<file path="config.mk">
export PLATFORM = sky130hd
export DESIGN_NAME = video_timing
export DESIGN_NICKNAME = d
export VERILOG_FILES = /design/src/rtl/video_timing.sv
export SDC_FILE = /design/constraint.sdc
export NUM_CORES = 1
export LEC_CHECK = 0
export CORE_MARGIN = 5
export CORE_UTILIZATION = 50
export CTS_CLUSTER_DIAMETER = 30
export DETAILED_ROUTE_END_ITERATION = 8
export PLACE_DENSITY = 0.75
export RECOVER_POWER = 100
export SLEW_MARGIN = 20
export SYNTH_ARGS = -nofsm -noshare
export SYNTH_HDL_FRONTEND = slang
export SYNTH_SLANG_ARGS = --single-unit
</file>
<file path="constraint.sdc">
create_clock -name clk -period 3.2 [get_ports clk]
set_clock_uncertainty 0.15 [all_clocks]
set_input_delay 0.64 -clock clk [delete_from_list [all_inputs] [get_ports clk]]
set_output_delay 0.64 -clock clk [all_outputs]
set_load 0.01 [all_outputs]
</file>
<file path="src/rtl/video_timing.sv">
// Purpose : raster timing generator. It produces counters plus delayed active, sync, line and frame strobes.
// Latency : hcount/vcount are undelayed. The strobes lag the counters by DELAY enabled cycles.
// Backpr. : none. When ce=0 the whole block holds its state, so it stalls cleanly.
// Ports   : clk, rst_n (async active-low), ce (pixel enable) -> hcount, vcount,
//           active, hsync, vsync, line, frame
module video_timing #(
   parameter int unsigned HACT  = 640,
   parameter int unsigned HFP   = 16,
   parameter int unsigned HSW   = 96,
   parameter int unsigned HBP   = 48,
   parameter int unsigned VACT  = 480,
   parameter int unsigned VFP   = 10,
   parameter int unsigned VSW   = 2,
   parameter int unsigned VBP   = 33,
   parameter bit          HSPOL = 1'b0,
   parameter bit          VSPOL = 1'b0,
   parameter int unsigned DELAY = 1,
   parameter int unsigned XW    = 10,
   parameter int unsigned YW    = 10
) (
   input  logic          clk,
   input  logic          rst_n,
   input  logic          ce,
   output logic [XW-1:0] hcount,
   output logic [YW-1:0] vcount,
   output logic          active,
   output logic          hsync,
   output logic          vsync,
   output logic          line,
   output logic          frame
);

   localparam int unsigned HTOT = HACT + HFP + HSW + HBP;
   localparam int unsigned VTOT = VACT + VFP + VSW + VBP;

   // Bad geometry is rejected at elaboration time rather than producing a silently wrapped raster.
   if (HACT < 1 || HFP < 1 || HSW < 1 || HBP < 1 ||
       VACT < 1 || VFP < 1 || VSW < 1 || VBP < 1 ||
       DELAY < 1 || DELAY > 8 || XW < 1 || YW < 1 || XW > 31 || YW > 31 ||
       longint'(HTOT) > (longint'(1) << XW) ||
       longint'(VTOT) > (longint'(1) << YW)) begin : g_param_err
      $error("video_timing: illegal parameter combination");
   end

   // Every boundary is strictly below the total, so these constants fit the counter widths.
   localparam logic [XW-1:0] H_LAST = XW'(HTOT - 1);
   localparam logic [XW-1:0] H_ACT  = XW'(HACT);
   localparam logic [XW-1:0] H_SS   = XW'(HACT + HFP);
   localparam logic [XW-1:0] H_SE   = XW'(HACT + HFP + HSW);
   localparam logic [YW-1:0] V_LAST = YW'(VTOT - 1);
   localparam logic [YW-1:0] V_ACT  = YW'(VACT);
   localparam logic [YW-1:0] V_SS   = YW'(VACT + VFP);
   localparam logic [YW-1:0] V_SE   = YW'(VACT + VFP + VSW);

   // Pipeline entries hold positive-logic flags. All-zero is the inactive value for every
   // field, and sync polarity is applied only after the last stage.
   typedef struct packed {
      logic act;
      logic hs;
      logic vs;
      logic ln;
      logic fr;
   } tim_t;

   logic [XW-1:0] hcount_q, hcount_d;
   logic [YW-1:0] vcount_q, vcount_d;
   tim_t          raw;
   tim_t          pipe_q [DELAY];

   always_comb begin
      hcount_d = hcount_q;
      vcount_d = vcount_q;
      if (ce) begin
         if (hcount_q == H_LAST) begin
            hcount_d = '0;
            vcount_d = (vcount_q == V_LAST) ? '0 : vcount_q + YW'(1);
         end else begin
            hcount_d = hcount_q + XW'(1);
         end
      end
   end

   // vcount only moves at the hcount wrap, so vsync naturally changes only at hcount==0.
   always_comb begin
      raw     = '0;
      raw.act = (hcount_q < H_ACT) && (vcount_q < V_ACT);
      raw.hs  = (hcount_q >= H_SS) && (hcount_q < H_SE);
      raw.vs  = (vcount_q >= V_SS) && (vcount_q < V_SE);
      raw.ln  = (hcount_q == '0);
      raw.fr  = (hcount_q == '0) && (vcount_q == '0);
   end

   always_ff @(posedge clk or negedge rst_n) begin
      if (!rst_n) begin
         hcount_q <= '0;
         vcount_q <= '0;
      end else begin
         hcount_q <= hcount_d;
         vcount_q <= vcount_d;
      end
   end

   always_ff @(posedge clk or negedge rst_n) begin
      if (!rst_n) begin
         for (int i = 0; i < int'(DELAY); i++) begin
            pipe_q[i] <= '0;
         end
      end else if (ce) begin
         pipe_q[0] <= raw;
         for (int i = 1; i < int'(DELAY); i++) begin
            pipe_q[i] <= pipe_q[i-1];
         end
      end
   end

   assign hcount = hcount_q;
   assign vcount = vcount_q;
   assign active = pipe_q[DELAY-1].act;
   assign hsync  = pipe_q[DELAY-1].hs ^ ~HSPOL;
   assign vsync  = pipe_q[DELAY-1].vs ^ ~VSPOL;
   assign line   = pipe_q[DELAY-1].ln;
   assign frame  = pipe_q[DELAY-1].fr;

endmodule

</file>
# Word level (Yosys, flattened, before mapping)
# Cells that the tools add are included.
[totals]
register_bits = 25
in_bits = 3
output_inout_bits = 25
elab_cells = 28
[classes]
addsub = 2
n_lt_le_gt_ge = 6
eq_ne = 2
mux = 2
bitwise_logic = 2
reduce_logical = 7
[op_table]
columns = ["op", "count"]
rows = [
  ["10-bit by 1-bit adder with 10-bit output, second input constant", 2],
  ["10-bit == test, second input constant", 2],
  ["10-bit logical NOT", 2],
  ["10-bit less-than comparator, second input constant", 2],
  ["10-bit by 9-bit less-than comparator with 1-bit output, second input constant", 2],
  ["10-bit 2-to-1 mux", 2],
  ["10-bit >= comparator, second input constant", 1],
  ["10-bit by 9-bit >= comparator with 1-bit output, second input constant", 1],
  ["1-bit logical AND", 4],
  ["1-bit NOT", 2],
  ["2-bit AND reduction", 1],
]

# Depth between registers and ports, before layout
[logic_depth]
ltp_word = 2
mapped_depth = 5
mapped_depth_nobuf = 5

# Worst setup path after synthesis
# OpenSTA, ideal clock, no wires.
[synth_path]
path_kind = "in2reg"
from = "input port ce"
to = "register vcount_q[9], in the netlist vcount[9]"
arrival_ps = 2113
required_ps = 2973
path_slack_ps = 860
stages = 5
path_cell_list = "buf_2 -> nand4_2 -> or4_4 -> or4_1 -> a21oi_1"
[synth_via]
elab_chain_len = 1
[synth_lines]
columns = ["element", "line", "text"]
rows = [
  ["from (decl)", "23", "input logic ce,"],
  ["2-bit AND reduction (no line)", "n/a", ""],
  ["to (signal assigned)", "99", "vcount_q <= vcount_d;"],
  ["to (decl)", "66", "logic [YW-1:0] vcount_q, vcount_d;"],
]
# No other way between the ends.
# A chain may end at the register's enable or synchronous reset.

# Worst setup path in the final report
# Same ends and word-level chain as after synthesis.

==> metrics.md <==
| Metric | Value |
|---|---|
| Min-delay worst type | flip-flop to flip-flop |
| Worst Tran Pin Value | 1.35 ns |
| Fin nets | 175 |
| Final core area utilization | 0.649 |
| CP arrival | 2.70 ns |
| Internal | 0.000490 W |
| Sequential share of power | 0.561 |
| CP endpoint kind | flip-flop |
| Synth cell types | 35 |
| Initial DRC count | 45 |
| Post-synthesis area per instance | 9.70 um^2 |
| Wire per inst | 14.6 um |
| Clk_lat worst skew | 0.32 ns |
| Yosys warns | 0 |
| Vias in the first global route | 1,057 |
| Fin. Hold Viols | 0 |
| Layout area overhead | 22.2% |
| Vias per cell | 5.88 |
| RR Startpoint | hcount[0] |
| Hold endpoint | vcount[8] |
| Post_cts resized | 0 |
| CP startpoint kind | input pin |
| Sequential area share after synthesis | 0.467 |
| WHS | 0.376 ns |
| Most common cell after layout, fill and taps aside | dlygate4sd3_1 |
| CTS root buffer | clkbuf_4 |
| Register bit total from synthesis | 25 |
| Gpl congestion | 0.825 |
| Peak fanout along the critical path | 6 |
| Leak | 0.747 nW |
| Pre-CTS setup slack | 0.451 ns |
| First-pass GRT wire length | 4810 um |
| Total GRT Usage | 0.166 |
| CTS sink cnt | 25 |
| Die Ht | 61.7 um |
| Final Setup Violations | 0 |
| Initial antenna violation count | 0 |
| Antenna Cells | 0 |
| Cells after Synth | 138 |
| Residual DRC | 0 |
| Postcts setup bufs | 0 |
| Power per cell area | 454 mW/mm^2 |
| Maximum VDD drop | 0.418 mV |
| Initial Util | 0.531 |
| GRT overflow | 0 |
| Status | completed |
| Required time of the critical path | 3.30 ns |
| Switch share | 0.340 |
| Largest net degree at the start of global routing | 26 |
| Net Sw Power | 0.000253 W |
| Post-Synth Adder-Cell Area | 0.0374 |
| Highest Clock Rate | 386 MHz |
| Compound-Gate Fraction of Synth Area | 0.0813 |
| Synth Cell Area | 0.00134 mm^2 |
| Post-route ant nets | 0 |
| Rows | 18 |
| # IOs | 28 |
| Worst r2r dst | vcount[9] |
| R2r setup slk | 0.81 ns |
| Post-synth net total | 145 |
| Final setup margin | 0.607 ns |
| Largest family of logic cells by synthesized area | simple AND/OR/NAND/NOR gates |
| Full die area | 0.00381 mm^2 |
| CTS tree | yes |
| Die X | 61.7 um |
| Max Cap Violations | 0 |
| Fin. max-slew vios | 0 |
| Detailed Route WL | 2880 um |
| Combinational group share of total power | 0.243 |
| PortBufs | 27 |
| Final period utilization | 0.810 |
| Clk buf depth | 2 |
| Ratio of cells with drive above 1 in the final layout | 0.0359 |
| CTS Hold Buffers Added | 0 |
| Unrepaired setup endpoints after global routing | no |
| CTS buffer count | 3 |
| Min cycle time layout | 2.59 ns |
| Worst r2r path cells | 5 |
| Clock power frac | 0.196 |
| Total number of vias | 1,159 |
| Worst-path clk slew | 0.14 ns |
| CORE AREA | 0.00252 mm^2 |
| Setup TNS | 0 ns |
| DP HPWL | 2090 um |
| XOR/XNOR Fraction of Synth Area | 0.0654 |
| Simple-gate share of the synthesized area | 0.276 |
| CTS HTree Levels | 1 |
| Mux cell area share after synthesis | 0.0159 |
| Critical path class | input pin to flip-flop |
| Hold Crit Start | vcount[8] |
| Slew Limit Headroom | 0.103 |
| Most frequent cells in the layout | dlygate4sd3_1, dfrtp_1, nand3_1, inv_1, o21ai_0 |
| WHS Path Cells | 1 |
| DR pass1 iterations | 4 |
-- power by group through the flow --
stage / Sequential, W / Combinational [W] / Clock [W]
6_report: 0.000417 / 0.000181 / 0.000145
2_1_floorplan: 0.000409 / 0.000129 / 0
4_1_cts: 0.000417 / 0.000199 / 0.000148
5_1_grt: 0.000422 / 0.000200 / 0.000160
3_3_place_gp: 0.000421 / 0.000196 / 0
3_5_place_dp: 0.000422 / 0.000197 / 0
-- sequential cells by signal, indices dropped and copies added (netlist names) --
register and cells:
hcount 10, line 1, active 1, pipe_q 2
frame 1, vcount 10
-- cells in the mapped netlist --
master / number / area (um^2)
and3_1: 4 / 25.0
nand4b_1: 5 / 43.8
ha_1: 4 / 50.1
inv_1: 10 / 37.5
nand4_2: 1 / 12.5
or4_1: 2 / 15.0
a21boi_0: 1 / 7.51
mux2_2: 1 / 11.3
or4_4: 1 / 11.3
nor3b_1: 1 / 7.51
buf_4: 1 / 7.51
nand4_1: 3 / 18.8
dfrtp_1: 25 / 626
xor2_1: 5 / 43.8
o21ai_0: 10 / 50.1
nor2b_1: 2 / 12.5
o31ai_1: 2 / 15.0
or2_4: 1 / 8.76
nand2_1: 8 / 30.0
nand3_1: 17 / 85.1
buf_2: 1 / 5.00
and4_1: 1 / 8.76
o22ai_1: 2 / 12.5
clkbuf_1: 1 / 3.75
a22o_1: 1 / 8.76
and4b_1: 1 / 10.0
mux2i_1: 1 / 10.0
buf_6: 2 / 22.5
xnor2_1: 5 / 43.8
nor4_1: 2 / 12.5
a21oi_1: 1 / 5.00
nor3_1: 7 / 35.0
nor2_1: 7 / 26.3
a221o_1: 1 / 10.0
or3_1: 1 / 6.26
-- worst max-delay path: stages --
cell and delay (ns):
dlygate4sd3_1 0.55, nand4_1 0.24, or4_1 0.60, or4_1 0.52, a21oi_1 0.15
-- logic make-up (layout without fill, tap and decap cells) --
| family | Yosys count | after routing |
|---|---|---|
| DFF | 25 | 25 |
| xor gates and xnor gates | 10 | 10 |
| buffers and inverters | 15 | 44 |
| and+or+nand+nor | 64 | 64 |
| AOI/OAI and AO/OA | 18 | 18 |
| muxes | 2 | 2 |
| adders and majority gates | 4 | 4 |
-- per-layer routing --
layer / routed length, um / global-route usage / vias to the layer above
li1: - / - / 556
met5: 0 / 0 / -
met1: 1350 / 0.225 / 555
met2: 1310 / 0.265 / 42
met3: 166 / 0.0289 / 6
met4: 46 / 0.0636 / 0
-- cell type report --
cell class | count | area, um^2
fillers | 248 | 886
multi-input cells | 98 | 627
flip-flops and latches | 25 | 626
repair buffers | 30 | 282
inverters | 10 | 37.5
well taps | 30 | 37.5
clock buffers | 3 | 22.5
clock inverters | 1 | 5.00
-- worst max path at each step --
stage	endpoint	slack, ns	cells past startpoint	startpoint
3_3_place_gp	vcount[9]	0.48	5	ce
5_1_grt	vcount[9]	0.46	5	ce
3_5_place_dp	vcount[9]	0.45	5	ce
6_report	vcount[9]	0.61	5	ce
2_1_floorplan	vcount[9]	0.86	5	ce
4_1_cts	vcount[9]	0.78	5	ce
-- stage by stage --
step	total power, W	cells	instance area (um^2)
floorplan	0.000537	138	1340
global placement	0.000617	193	1630
detailed placement	0.000619	193	1630
CTS	0.000763	197	1660
global route	0.000782	197	1640
finish	0.000743	197	1640
Power figures use the tool's default switching activity.
